<file path="config.mk">
export PLATFORM = sky130hd
export DESIGN_NAME = div_unit
export DESIGN_NICKNAME = d
export VERILOG_FILES = /design/src/rtl/div_unit.sv
export SDC_FILE = /design/constraint.sdc
export NUM_CORES = 1
export LEC_CHECK = 0
export ABC_AREA = 0
export CORE_ASPECT_RATIO = 1.5
export CORE_MARGIN = 5
export CORE_UTILIZATION = 45
export CTS_CLUSTER_SIZE = 28
export DETAILED_ROUTE_END_ITERATION = 8
export GPL_ROUTABILITY_DRIVEN = 0
export PLACE_DENSITY = 0.74
export SLEW_MARGIN = 20
export SYNTH_ARGS = -nofsm -noshare
export SYNTH_HDL_FRONTEND = slang
export SYNTH_SLANG_ARGS = --single-unit
export TNS_END_PERCENT = 50
</file>
<file path="constraint.sdc">
create_clock -name clk -period 6.7 [get_ports clk]
set_clock_uncertainty 0.05 [all_clocks]
set_input_delay 2.01 -clock clk [delete_from_list [all_inputs] [get_ports clk]]
set_output_delay 2.01 -clock clk [all_outputs]
set_load 0.01 [all_outputs]
</file>
<file path="src/rtl/div_unit.sv">
// div_unit: iterative radix-2 integer divider for DIV/DIVU/REM/REMU and
// their 32-bit (W) variants. One quotient bit is produced per cycle on the
// operand magnitudes, and the signs are applied when the last bit is formed.
// Only one op is in flight. Its result is held until claimed or killed.
//
// Ports
//   clk, rst              clock; asynchronous active-low reset
//   req_valid/req_ready   issue handshake (ready only while idle)
//   req_opid              op id of the request
//   req_funct             [0]=unsigned, [1]=remainder
//   req_word              32-bit variant
//   req_a, req_b          dividend and divisor
//   resp_opid             op id; the top bit is the response valid flag
//   resp_data             result, held stable while the response is valid
//   resp_claim            the arbiter took the response this cycle
//   kill                  flush the op in flight; beats claim and req
module div_unit #(
  parameter int XLEN  = 64,
  parameter int OPIDW = 16
) (
  input  logic             clk,
  input  logic             rst,
  input  logic             req_valid,
  output logic             req_ready,
  input  logic [OPIDW-1:0] req_opid,
  input  logic [1:0]       req_funct,
  input  logic             req_word,
  input  logic [XLEN-1:0]  req_a,
  input  logic [XLEN-1:0]  req_b,
  output logic [OPIDW-1:0] resp_opid,
  output logic [XLEN-1:0]  resp_data,
  input  logic             resp_claim,
  input  logic             kill
);

  localparam int CW = $clog2(XLEN + 1);
  localparam logic [OPIDW-1:0] VBIT = {1'b1, {(OPIDW-1){1'b0}}};
  localparam logic [XLEN-1:0]  MINV = {1'b1, {(XLEN-1){1'b0}}};

  typedef enum logic [1:0] {IDLE, CALC, DONE} state_t;

  state_t           state;
  logic [OPIDW-1:0] opid_q;
  logic             rem_op, word_q, neg_q, neg_r;
  logic [XLEN-1:0]  rem_q, quo_q, dvs_q;
  logic [CW-1:0]    cnt;

  function automatic logic [XLEN-1:0] sx32(input logic [31:0] v);
    return {{(XLEN-32){v[31]}}, v};
  endfunction

  // ---------------- request decode ----------------
  logic            sgn, a_neg, b_neg, b_zero, ovf;
  logic [31:0]     a_mag32, b_mag32;
  logic [XLEN-1:0] a_mag, b_mag, a_val, spec_data, quo_init;

  always_comb begin
    sgn     = ~req_funct[0];
    a_neg   = sgn & (req_word ? req_a[31] : req_a[XLEN-1]);
    b_neg   = sgn & (req_word ? req_b[31] : req_b[XLEN-1]);
    a_mag32 = a_neg ? (32'd0 - req_a[31:0]) : req_a[31:0];
    b_mag32 = b_neg ? (32'd0 - req_b[31:0]) : req_b[31:0];
    // A signed MIN has no positive twin; its two's-complement negation is
    // still the correct unsigned magnitude.
    a_mag   = req_word ? {{(XLEN-32){1'b0}}, a_mag32} : (a_neg ? -req_a : req_a);
    b_mag   = req_word ? {{(XLEN-32){1'b0}}, b_mag32} : (b_neg ? -req_b : req_b);
    // Word dividends are pre-aligned to the top so that the first shift
    // produces the first significant quotient bit.
    quo_init = req_word ? (a_mag << (XLEN-32)) : a_mag;
    a_val   = req_word ? sx32(req_a[31:0]) : req_a;
    b_zero  = req_word ? (req_b[31:0] == 32'd0) : (req_b == '0);
    ovf     = sgn & (req_word ? (req_a[31:0] == 32'h8000_0000 && req_b[31:0] == 32'hFFFF_FFFF)
                              : (req_a == MINV && req_b == '1));
    if (b_zero)
      spec_data = req_funct[1] ? a_val : '1;
    else
      spec_data = req_funct[1] ? '0 : (req_word ? sx32(32'h8000_0000) : MINV);
  end

  // ---------------- shift-subtract step ----------------
  // The partial remainder is always below the divisor, so the shifted
  // value fits in XLEN+1 bits and the top bit of the trial is the borrow.
  logic [XLEN:0]   shl, trial;
  logic            fits;
  logic [XLEN-1:0] rem_n, quo_n, q_s, r_s, sel, fin;

  always_comb begin
    shl   = {rem_q, quo_q[XLEN-1]};
    trial = shl - {1'b0, dvs_q};
    fits  = ~trial[XLEN];
    rem_n = fits ? trial[XLEN-1:0] : shl[XLEN-1:0];
    quo_n = {quo_q[XLEN-2:0], fits};
    q_s   = neg_q ? -quo_n : quo_n;
    r_s   = neg_r ? -rem_n : rem_n;
    sel   = rem_op ? r_s : q_s;
    fin   = word_q ? sx32(sel[31:0]) : sel;
  end

  assign req_ready = (state == IDLE);

  // ---------------- control ----------------
  always_ff @(posedge clk or negedge rst) begin
    if (!rst) begin
      state     <= IDLE;
      opid_q    <= '0;
      rem_op    <= 1'b0;
      word_q    <= 1'b0;
      neg_q     <= 1'b0;
      neg_r     <= 1'b0;
      rem_q     <= '0;
      quo_q     <= '0;
      dvs_q     <= '0;
      cnt       <= '0;
      resp_opid <= '0;
      resp_data <= '0;
    end else if (kill) begin
      state     <= IDLE;
      resp_opid <= '0;
    end else begin
      case (state)
        IDLE: begin
          if (req_valid) begin
            opid_q <= req_opid;
            rem_op <= req_funct[1];
            word_q <= req_word;
            neg_q  <= a_neg ^ b_neg;
            neg_r  <= a_neg;
            dvs_q  <= b_mag;
            quo_q  <= quo_init;
            rem_q  <= '0;
            cnt    <= req_word ? CW'(32) : CW'(XLEN);
            if (b_zero || ovf) begin
              state     <= DONE;
              resp_data <= spec_data;
              resp_opid <= req_opid | VBIT;
            end else begin
              state <= CALC;
            end
          end
        end
        CALC: begin
          rem_q <= rem_n;
          quo_q <= quo_n;
          cnt   <= cnt - CW'(1);
          // The last bit is formed and the signs are applied on the same edge.
          if (cnt == CW'(1)) begin
            state     <= DONE;
            resp_data <= fin;
            resp_opid <= opid_q | VBIT;
          end
        end
        DONE: begin
          if (resp_claim) begin
            state     <= IDLE;
            resp_opid <= '0;
          end
        end
        default: begin
          state     <= IDLE;
          resp_opid <= '0;
        end
      endcase
    end
  end

endmodule

</file>
==> reports/results.ini <==
[timing]
finalCritPeriodShare_pct = 97.3
finalCriticalPeriod_ns = 6.52
rsz0062_at_grt = no
fmax_mhz = 153
worst_slack_ns = 0.182
slew_violations = 0
setup_violations = 0
tns_ns = 0
tightest_slew_ns = 1.07
hold_violations = 0
max-slew-margin-rel_pct = 27.9

[power]
p_int_w = 0.00835
clockPowerShare_pct = 10.1
peakVddDrop_v = 0.000480
powerDensity_nw_per_um2 = 607
sw_frac_of_total_pct = 55.6
p_switching_w = 0.0105
power_frac_seq_pct = 17.8
combPwrFrac_pct = 72.1
power_leakage_nw = 12.3

[setup_path]
crit_fanout = 10
reg2reg_from = rem_q[37]
crit_start = rem_q[37]
cp.required_ns = 7.09
worstPathArrival_ns = 6.91
critPathCaptureType = register
cp-start-kind = register
critical_path_class = register to register

[floorplanning]
die_h_um = 309
placementRows = 109
die_area_um2 = 64500
start_util_pct = 45.4
dieWidth_um = 209
io_pins = 233
coreArea_um2 = 58900

[clock_tree]
cts_tree = done
cts_sinks = 300
cts_hold_buf = 0
h-tree-depth = 1
cts_buffers = 31
path_clk_slew_ns = 0.07
clock_path_buffers = 3
clock_latency_ns = 0.59
clock-root-buffer = clkbuf_16

[route]
ant_nets = 0
vias = 29300
drt-vias-per-instance = 6.51
finalWirelength_um = 111000
drt_first_pass_iters = 6
avgRoutedWirePerCell_um = 24.6
drc_errors = 0
drt-initial-drc-count = 3437

[synth]
ys_warn_count = 0
synth_seq_area_share_pct = 28.1
synth.avg_cell_area_um2 = 7.49
syn_nets = 3794
synth.distinct_cells = 104
synth_flop_cell = dfrtp_1
synth_area_leader_cell = dfrtp_1
async_reset_ff_share_pct = 100
synthTopCellsByCount = 454 x nand2_1, 407 x o21ai_0, 300 x dfrtp_1
syn-cell-area_um2 = 26800
synthCells = 3570
synth_edf_count = 0
synth-seq-cells = 300
synthTopCellsByArea = dfrtp_1 28%, o21ai_0 7.6%, nand2_1 6.4%
synth.most_common_cell = nand2_1
yosysTopAreaCellShare_pct = 28.1

[job]
drv_cap = 0

[worst_hold_path]
hp-class = register to register
min_from = resp_opid[15]

[finish]
multi_input_area_um2 = 17900
area_growth_syn_to_layout_pct = 15.9
fin_util_pct = 52.6
fillers = 5797
nNetsFinal = 3919
drive_above_1_share_pct = 6.16
regArea_um2 = 7510

[place]
port_buffers = 231
dp_hpwl_um = 85400
preCtsSetupSlack_ns = 0.184

[global_route]
grt_max_degree = 112
grt_overflow_total = 0
track_usage_pct = 32.3
grt_pass1_wl_um = 164000
antenna_found_initial = 3
grt_pass1_vias = 27200

[outcome]
status = completed

[final timing paths]
| kind | end | slack [ns] | depth (start not counted) |
|---|---|---|---|
| min | resp_opid[15] | 0.43 | 2 |
| max in group asynchronous | quo_q[23] | 3.78 | 2 |
| max | resp_data[26] | 0.18 | 22 |
| min reg2reg | resp_opid[15] | 0.43 | 2 |
| min in group asynchronous | opid_q[12] | 1.43 | 1 |
| max reg2reg | resp_data[26] | 0.18 | 22 |
[cells by family (layout without fill, tap and decap cells)]
| group | after synthesis | in the layout | synth area share (%) |
|---|---|---|---|
| AND/OR/NAND/NOR | 1266 | 1266 | 22.5 |
| AO/OA/AOI/OAI | 1236 | 1236 | 29.3 |
| buffers and inverters | 365 | 511 | 5.47 |
| flip-flops | 300 | 300 | 28.1 |
| XOR/XNOR | 266 | 266 | 8.71 |
| adder cells (fa/ha/maj) | 72 | 72 | 3.40 |
| multiplexers | 65 | 65 | 2.51 |
| other | 0 | 1 | 0 |
[metrics by stage]
step	instances	power, W	instance area [µm²]	hold WS, ns
2_1_floorplan	3570	0.0122	26800	0.396
6_report	4494	0.0188	31000	0.426
5_1_grt	4493	0.0199	31000	0.450
4_1_cts	4489	0.0183	31000	0.431
3_3_place_gp	4435	0.0161	29900	0.409
3_5_place_dp	4435	0.0163	29900	0.415
[sequential cells by signal, summed over array words and instances (netlist names)]
register   flops
resp_data     64
opid_q        15
neg_q          1
neg_r          1
quo_q         64
resp_opid     16
dvs_q         64
rem_op         1
cnt            7
rem_q         64
state          2
word_q         1
[power by group through the flow]
stage | registers [W] | logic [W] | clock network (W)
after floorplan | 0.00310 | 0.00907 | 0
after global placement | 0.00331 | 0.0128 | 0
after detailed placement | 0.00333 | 0.0130 | 0
after CTS | 0.00330 | 0.0131 | 0.00190
after global routing | 0.00341 | 0.0145 | 0.00198
final | 0.00336 | 0.0136 | 0.00190
[worst max-delay path: stages (launching register included)]
cell	delay, ns
dfrtp_1	0.48
ha_1	0.53
nand2_1	0.16
nor2_1	0.43
nand3_2	0.30
a31oi_4	0.38
o2111ai_2	0.18
o211a_4	0.22
inv_2	0.17
nor2_1	0.07
a21oi_1	0.24
ha_1	0.25
and2_1	0.15
o21ai_0	0.11
a211oi_2	0.25
and3_1	0.22
nand4_1	0.16
o41a_1	0.54
and2_1	0.27
xor2_1	0.26
a21oi_1	0.10
a21boi_0	0.65
o21ai_0	0.17
[per-layer routing]
layer,up-vias,part of all wire [%],track usage (%)
met2,1563,48,54.8
met1,13900,36,37.8
met4,2,9.3,24.4
met3,405,7.1,3.38
li1,13400,-,-
met5,-,0.012,0
[timing repair]
item | 4_1_cts | 5_1_grt
resized for setup | 0 | 5
setup endpoints to repair | 0 | 13
setup buffers | 0 | 4
[placed cells by master (no fill, tap or decap), types with 91 or more instances in the layout]
cell,n
nor2_1,290
nand2_1,451
clkdlybuf4s50_1,229
xor2_1,109
inv_1,129
o21ai_0,406
dfrtp_1,299
buf_4,91
a21oi_1,263
xnor2_1,157
[area by class of cell]
class,instances,area share (%)
tap,777,3.13
sequential,300,24.2
multi-input combinational,2905,57.6
timing repair buffer,326,9.97
antenna,1,0.00807
clock inverter,14,0.686
clock buffer,40,2.80
inverter,131,1.59
No activity file was read; power rests on OpenSTA's default activity.
